==> src/rtl/sprite_plotter.sv <==
// Sprite plotter: erases an object's previous square in background colour, then
// draws it at the new position, emitting one pixel per cycle to the VGA adapter.
module sprite_plotter #(
    parameter int unsigned SPRITE_W  = 4,
    parameter int unsigned SPRITE_H  = 4,
    parameter int unsigned X_MAX     = 159,
    parameter int unsigned Y_MAX     = 119,
    parameter logic [2:0]  BG_COLOUR = 3'b000
) (
    input  logic       clk,
    input  logic       reset_n,
    input  logic       draw_req,
    input  logic [7:0] obj_x,
    input  logic [6:0] obj_y,
    input  logic [2:0] obj_colour,
    output logic       req_ready,
    output logic [7:0] vga_x,
    output logic [6:0] vga_y,
    output logic [2:0] vga_colour,
    output logic       plot,
    output logic       busy,
    output logic       done
);
    localparam int unsigned CNT_W = $clog2(SPRITE_W * SPRITE_H);
    localparam int unsigned DX_W  = $clog2(SPRITE_W);
    localparam logic [CNT_W-1:0] LAST = CNT_W'(SPRITE_W * SPRITE_H - 1);

    localparam logic [1:0] S_IDLE  = 2'd0;
    localparam logic [1:0] S_ERASE = 2'd1;
    localparam logic [1:0] S_DRAW  = 2'd2;
    localparam logic [1:0] S_DONE  = 2'd3;

    logic [1:0]       r_state, w_state_nxt;
    logic [CNT_W-1:0] r_cnt, w_cnt_nxt;
    logic [7:0]       r_new_x, w_new_x_nxt, r_old_x, w_old_x_nxt;
    logic [6:0]       r_new_y, w_new_y_nxt, r_old_y, w_old_y_nxt;
    logic [2:0]       r_new_col, w_new_col_nxt;
    logic             r_old_valid, w_old_valid_nxt;

    logic             r_req_ready, r_plot, r_busy, r_done;
    logic [7:0]       r_vga_x, w_vga_x_nxt;
    logic [6:0]       r_vga_y, w_vga_y_nxt;
    logic [2:0]       r_vga_colour, w_vga_colour_nxt;
    logic             w_plot_nxt;

    logic             w_pix;
    logic [CNT_W-1:0] w_dx, w_dy;
    logic [7:0]       w_base_x;
    logic [6:0]       w_base_y;
    logic [8:0]       w_sum_x;
    logic [7:0]       w_sum_y;

    // Next state and the pixel that the next state/count will present.
    always_comb begin
        w_state_nxt     = r_state;
        w_cnt_nxt       = r_cnt;
        w_new_x_nxt     = r_new_x;
        w_new_y_nxt     = r_new_y;
        w_new_col_nxt   = r_new_col;
        w_old_x_nxt     = r_old_x;
        w_old_y_nxt     = r_old_y;
        w_old_valid_nxt = r_old_valid;

        case (r_state)
            S_IDLE: begin
                if (draw_req) begin
                    w_new_x_nxt   = obj_x;
                    w_new_y_nxt   = obj_y;
                    w_new_col_nxt = obj_colour;
                    w_cnt_nxt     = '0;
                    w_state_nxt   = r_old_valid ? S_ERASE : S_DRAW;
                end
            end
            S_ERASE: begin
                if (r_cnt == LAST) begin
                    w_cnt_nxt   = '0;
                    w_state_nxt = S_DRAW;
                end else begin
                    w_cnt_nxt = r_cnt + CNT_W'(1);
                end
            end
            S_DRAW: begin
                if (r_cnt == LAST) begin
                    w_state_nxt     = S_DONE;
                    w_old_x_nxt     = r_new_x;
                    w_old_y_nxt     = r_new_y;
                    w_old_valid_nxt = (r_new_col != 3'b000);
                end else begin
                    w_cnt_nxt = r_cnt + CNT_W'(1);
                end
            end
            S_DONE:  w_state_nxt = S_IDLE;
            default: w_state_nxt = S_IDLE;
        endcase

        w_pix    = (w_state_nxt == S_ERASE) || (w_state_nxt == S_DRAW);
        w_dx     = w_cnt_nxt & CNT_W'(SPRITE_W - 1);
        w_dy     = w_cnt_nxt >> DX_W;
        w_base_x = (w_state_nxt == S_ERASE) ? r_old_x : w_new_x_nxt;
        w_base_y = (w_state_nxt == S_ERASE) ? r_old_y : w_new_y_nxt;
        w_sum_x  = {1'b0, w_base_x} + 9'(w_dx);
        w_sum_y  = {1'b0, w_base_y} + 8'(w_dy);

        // Clipped pixels still consume their cycle, only the write-enable drops.
        w_plot_nxt       = w_pix && (w_sum_x <= 9'(X_MAX)) && (w_sum_y <= 8'(Y_MAX));
        w_vga_x_nxt      = w_pix ? w_sum_x[7:0] : r_vga_x;
        w_vga_y_nxt      = w_pix ? w_sum_y[6:0] : r_vga_y;
        w_vga_colour_nxt = r_vga_colour;
        if (w_state_nxt == S_ERASE) begin
            w_vga_colour_nxt = BG_COLOUR;
        end else if (w_state_nxt == S_DRAW) begin
            w_vga_colour_nxt = w_new_col_nxt;
        end
    end

    always_ff @(posedge clk or negedge reset_n) begin
        if (!reset_n) begin
            r_state      <= S_IDLE;
            r_cnt        <= '0;
            r_new_x      <= '0;
            r_new_y      <= '0;
            r_new_col    <= '0;
            r_old_x      <= '0;
            r_old_y      <= '0;
            r_old_valid  <= 1'b0;
            r_req_ready  <= 1'b1;
            r_plot       <= 1'b0;
            r_busy       <= 1'b0;
            r_done       <= 1'b0;
            r_vga_x      <= '0;
            r_vga_y      <= '0;
            r_vga_colour <= '0;
        end else begin
            r_state      <= w_state_nxt;
            r_cnt        <= w_cnt_nxt;
            r_new_x      <= w_new_x_nxt;
            r_new_y      <= w_new_y_nxt;
            r_new_col    <= w_new_col_nxt;
            r_old_x      <= w_old_x_nxt;
            r_old_y      <= w_old_y_nxt;
            r_old_valid  <= w_old_valid_nxt;
            r_req_ready  <= (w_state_nxt == S_IDLE);
            r_plot       <= w_plot_nxt;
            r_busy       <= (w_state_nxt != S_IDLE);
            r_done       <= (w_state_nxt == S_DONE);
            r_vga_x      <= w_vga_x_nxt;
            r_vga_y      <= w_vga_y_nxt;
            r_vga_colour <= w_vga_colour_nxt;
        end
    end

    assign req_ready  = r_req_ready;
    assign plot       = r_plot;
    assign busy       = r_busy;
    assign done       = r_done;
    assign vga_x      = r_vga_x;
    assign vga_y      = r_vga_y;
    assign vga_colour = r_vga_colour;

endmodule
==> config.mk <==
export PLATFORM = sky130hd
export DESIGN_NAME = sprite_plotter
export DESIGN_NICKNAME = d
export VERILOG_FILES = /design/src/rtl/sprite_plotter.sv
export SDC_FILE = /design/constraint.sdc
export NUM_CORES = 1
export LEC_CHECK = 0
export ABC_AREA = 1
export BUFFER_PORTS_ARGS = -buffer_cell sky130_fd_sc_hd__buf_2
export CORE_MARGIN = 4
export CORE_UTILIZATION = 54
export CTS_BUF_LIST = sky130_fd_sc_hd__clkbuf_2 sky130_fd_sc_hd__clkbuf_4 sky130_fd_sc_hd__clkbuf_8
export DETAILED_ROUTE_END_ITERATION = 12
export GPL_ROUTABILITY_DRIVEN = 0
export PLACE_DENSITY = 0.79
export SYNTH_ARGS = -nofsm -noshare
export SYNTH_HDL_FRONTEND = slang
export SYNTH_SLANG_ARGS = --single-unit
==> constraint.sdc <==
create_clock -name clk -period 3.6 [get_ports clk]
set_input_delay 0.9 -clock clk [delete_from_list [all_inputs] [get_ports clk]]
set_output_delay 0.9 -clock clk [all_outputs]
set_load 0.05 [all_outputs]
==> results.cfg <==
[cts]
clockBufferDepth = 2
clk_latency_ns = 0.35
cts_root_buf = clkbuf_8
clkTransAtPathRegs_ns = 0.07
cts_hold_repair.buffers = 0
htreeDepth = 3
tritoncts = yes
numCtsBuffers = 9
cts_sinks = 62

[critical_path]
worstPathRequired_ns = 3.84
path_max_fanout = 9
start_kind = input pin
crit_type = in -> reg
crit_arrival_ns = 3.54
r2r-start = r_cnt[1]$_DFF_PN0_
reg2reg_setup_slack_ns = 0.32
r2r_cells = 22
cp-end-kind = flip-flop
r2r-end = plot$_DFF_PN0_

[sta]
period_needed_ns = 3.29
finalSetupViolCount = 0
fmax_ghz = 0.304
max_slew_margin = 0.440
final.setup.tns_ns = 0
rsz0062_at_grt = false
tightest_slew_ns = 0.841
slew_viol_final = 0
skew_ns = 0.0105
finalCritPeriodShare = 0.915
hold_violations = 0

[outcome]
status = finished, final reports clean

[power]
power.density_mw_per_mm2 = 1060
p_leak_nw = 1.98
irDropWorstVdd_mv = 0.542
p_seq_frac = 0.305
clockPowerShare = 0.174
p_sw_mw = 1.86
pwr-share-comb = 0.521
netSwitchingFraction = 0.468
totalPowerFinal_mw = 3.96
p_int_mw = 2.11

[yosys]
synthAdderAreaFrac = 0.0481
synth-edff-count = 0
yosys-top-cells-area = dfrtp_1 (48%), nand2_1 (16%), o21ai_0 (6.0%), inv_1 (5.9%), ha_1 (3.6%)
netlist_area_mm2 = 0.00317
async_reset_ff_frac = 1.00
synth_xor_area_frac = 0.0138
netlist_instances = 399
synth_compound_area_frac = 0.0970
yosys.area_share.simple = 0.265
synth_common_cells = nand2_1 (139), dfrtp_1 (61), inv_1 (50)
ys_seq_area_frac = 0.490
synthFlopType = dfrtp_1
syn_avg_cell_area_um2 = 7.95
synth-seq-cells = 62
synth_top_area_share = 0.481
synth_cell_types = 34
synth.most_common_cell = nand2_1
syn_nets = 431
synth_top_area_cell = dfrtp_1
synth.area.mux_share = 0.00355
synth_top_family_by_area = simple AND/OR/NAND/NOR gates
yosys_warnings = 0

[route]
postRouteAntennaNets = 0
drc_errors = 0
drtIter0Drc = 162
via_per_inst = 5.11
routed_wl_um = 7060
num_vias = 2709
detail_route.wl_per_cell_um = 13.3
drt-pass1-iter-count = 5

[final_layout]
drive_above_1_share = 0.225
fillers = 486
syn_to_final_growth_pct = 18.3
n_antenna_cell = 0
multi_input_area_mm2 = 0.00138
nets = 486
seqCellArea_mm2 = 0.00155

[grt]
globalRouteOverflowTotal = 0
grt_pass1_wl_um = 12400
grt_pass1_vias = 2633
grt_max_degree = 39
antenna_found_initial = 0
track_usage = 0.220

[hold_path]
holdCritStartpoint = vga_y[3]$_DFFE_PN0P_
hold_path_depth = 2
hold_end = vga_y[3]$_DFFE_PN0P_
hp-class = reg -> reg

[floorplan]
die_y_um = 84.6
core_area_mm2 = 0.00561
rows = 27
initial_core_util = 0.566
die_w_um = 84.6
io_pins = 43
die_area_mm2 = 0.00716

[placed_design]
hpwl_um = 5140
port_buffers = 42

[job]
drv_cap = 0
## cell usage in the layout, fill, tap and decap left out, types with 2 or more instances in the layout
cell and n:
inv_1 49, clkbuf_8 11, buf_2 42, clkinv_2 2
bufinv_16 2, nand3_1 13, o21ai_2 2, nor2_2 6
a221oi_1 2, a21oi_1 3, or2_2 5, buf_4 13
inv_2 5, xnor2_1 3, nor3_2 2, nand3b_1 2
a31oi_1 2, ha_1 9, xor2_1 2, nand2_1 139
o21ai_1 4, nor2_1 21, o21ai_0 38, nand2_2 6
nand4_1 3, dfrtp_1 61
## cell type report
cell class	instances	share of cell area
flip-flops and latches	62	0.414
inverters	54	0.0540
repair buffers	55	0.0821
clock inverters	4	0.0187
multi-input cells	272	0.367
well taps	72	0.0240
clock buffers	11	0.0404
## power by group through the flow
stage	clock, mW	combinational, mW	sequential (mW)
after floorplan	0	1.14	1.59
after global placement	0	1.97	1.21
after detailed placement	0	2.03	1.22
after CTS	0.700	2.04	1.21
after global routing	0.732	2.34	1.25
final	0.688	2.07	1.21
## kinds of logic (layout without fill, tap and decap cells)
kind of cell,Yosys count,in the layout
AOI/OAI and AO/OA,55,55
xor gates and xnor gates,5,5
adders and majority gates,11,11
buffers and inverters,65,124
DFF,62,62
muxes,1,1
and+or+nand+nor,200,200
## flip-flops by register name, indices dropped and copies added, names as in the netlist
register     flops
r_state          2
r_old_valid      1
r_new_x          8
r_new_y          7
r_old_y          7
busy             1
vga_x            8
vga_colour       3
r_new_col        3
done             1
r_old_x          8
r_cnt            4
plot             1
req_ready        1
vga_y            7
## stage by stage
stage | instances | hold WS (ns) | util | setup slack [ns] | cell area [um^2]
floorplan | 399 | 0.453 | - | 0.0310 | 3190
global placement | 511 | 0.453 | 0.623 | 0.182 | 3490
detailed placement | 511 | 0.469 | 0.623 | 0.0637 | 3490
CTS | 526 | 0.486 | 0.662 | 0.352 | 3710
global route | 530 | 0.512 | 0.669 | 0.00108 | 3750
finish | 530 | 0.482 | 0.669 | 0.306 | 3750
## per-layer routing
| layer | GRT usage | vias to the layer above | wire length [um] |
|---|---|---|---|
| met4 | 0.109 | 0 | 180 |
| met3 | 0.0422 | 16 | 374 |
| met5 | 0 | - | 0 |
| li1 | - | 1353 | - |
| met1 | 0.281 | 1253 | 3030 |
| met2 | 0.357 | 87 | 3470 |
## repair_timing
action,4_1_cts,5_1_grt
setup endpoints to repair,0,2
resized for setup,0,3
buffers inserted,0,4
## worst max-delay path, cell delays in order
cell and delay (ns):
buf_2 0.13, inv_2 0.11, nor2_4 0.06, a221oi_1 0.35
ha_1 0.25, inv_2 0.08, buf_4 0.14, o21ai_0 0.18
ha_1 0.20, inv_1 0.06, fa_1 0.42, nor2_2 0.17
nand2_1 0.06, nand2_1 0.07, nand2_1 0.06, nor2_1 0.09
nand2_1 0.06, nor2_1 0.08, nor2_1 0.05
## how the worst max path moves through the flow
stage | startpoint | endpoint | slack (ns) | depth (start not counted)
floorplan | draw_req | plot$_DFF_PN0_ | 0.03 | 22
global placement | draw_req | plot$_DFF_PN0_ | 0.18 | 16
detailed placement | draw_req | plot$_DFF_PN0_ | 0.06 | 22
CTS | r_cnt[1]$_DFF_PN0_ | plot$_DFF_PN0_ | 0.35 | 23
global route | r_cnt[1]$_DFF_PN0_ | plot$_DFF_PN0_ | 0.001 | 22
finish | draw_req | plot$_DFF_PN0_ | 0.31 | 19
(Power assumes the default switching activity.)
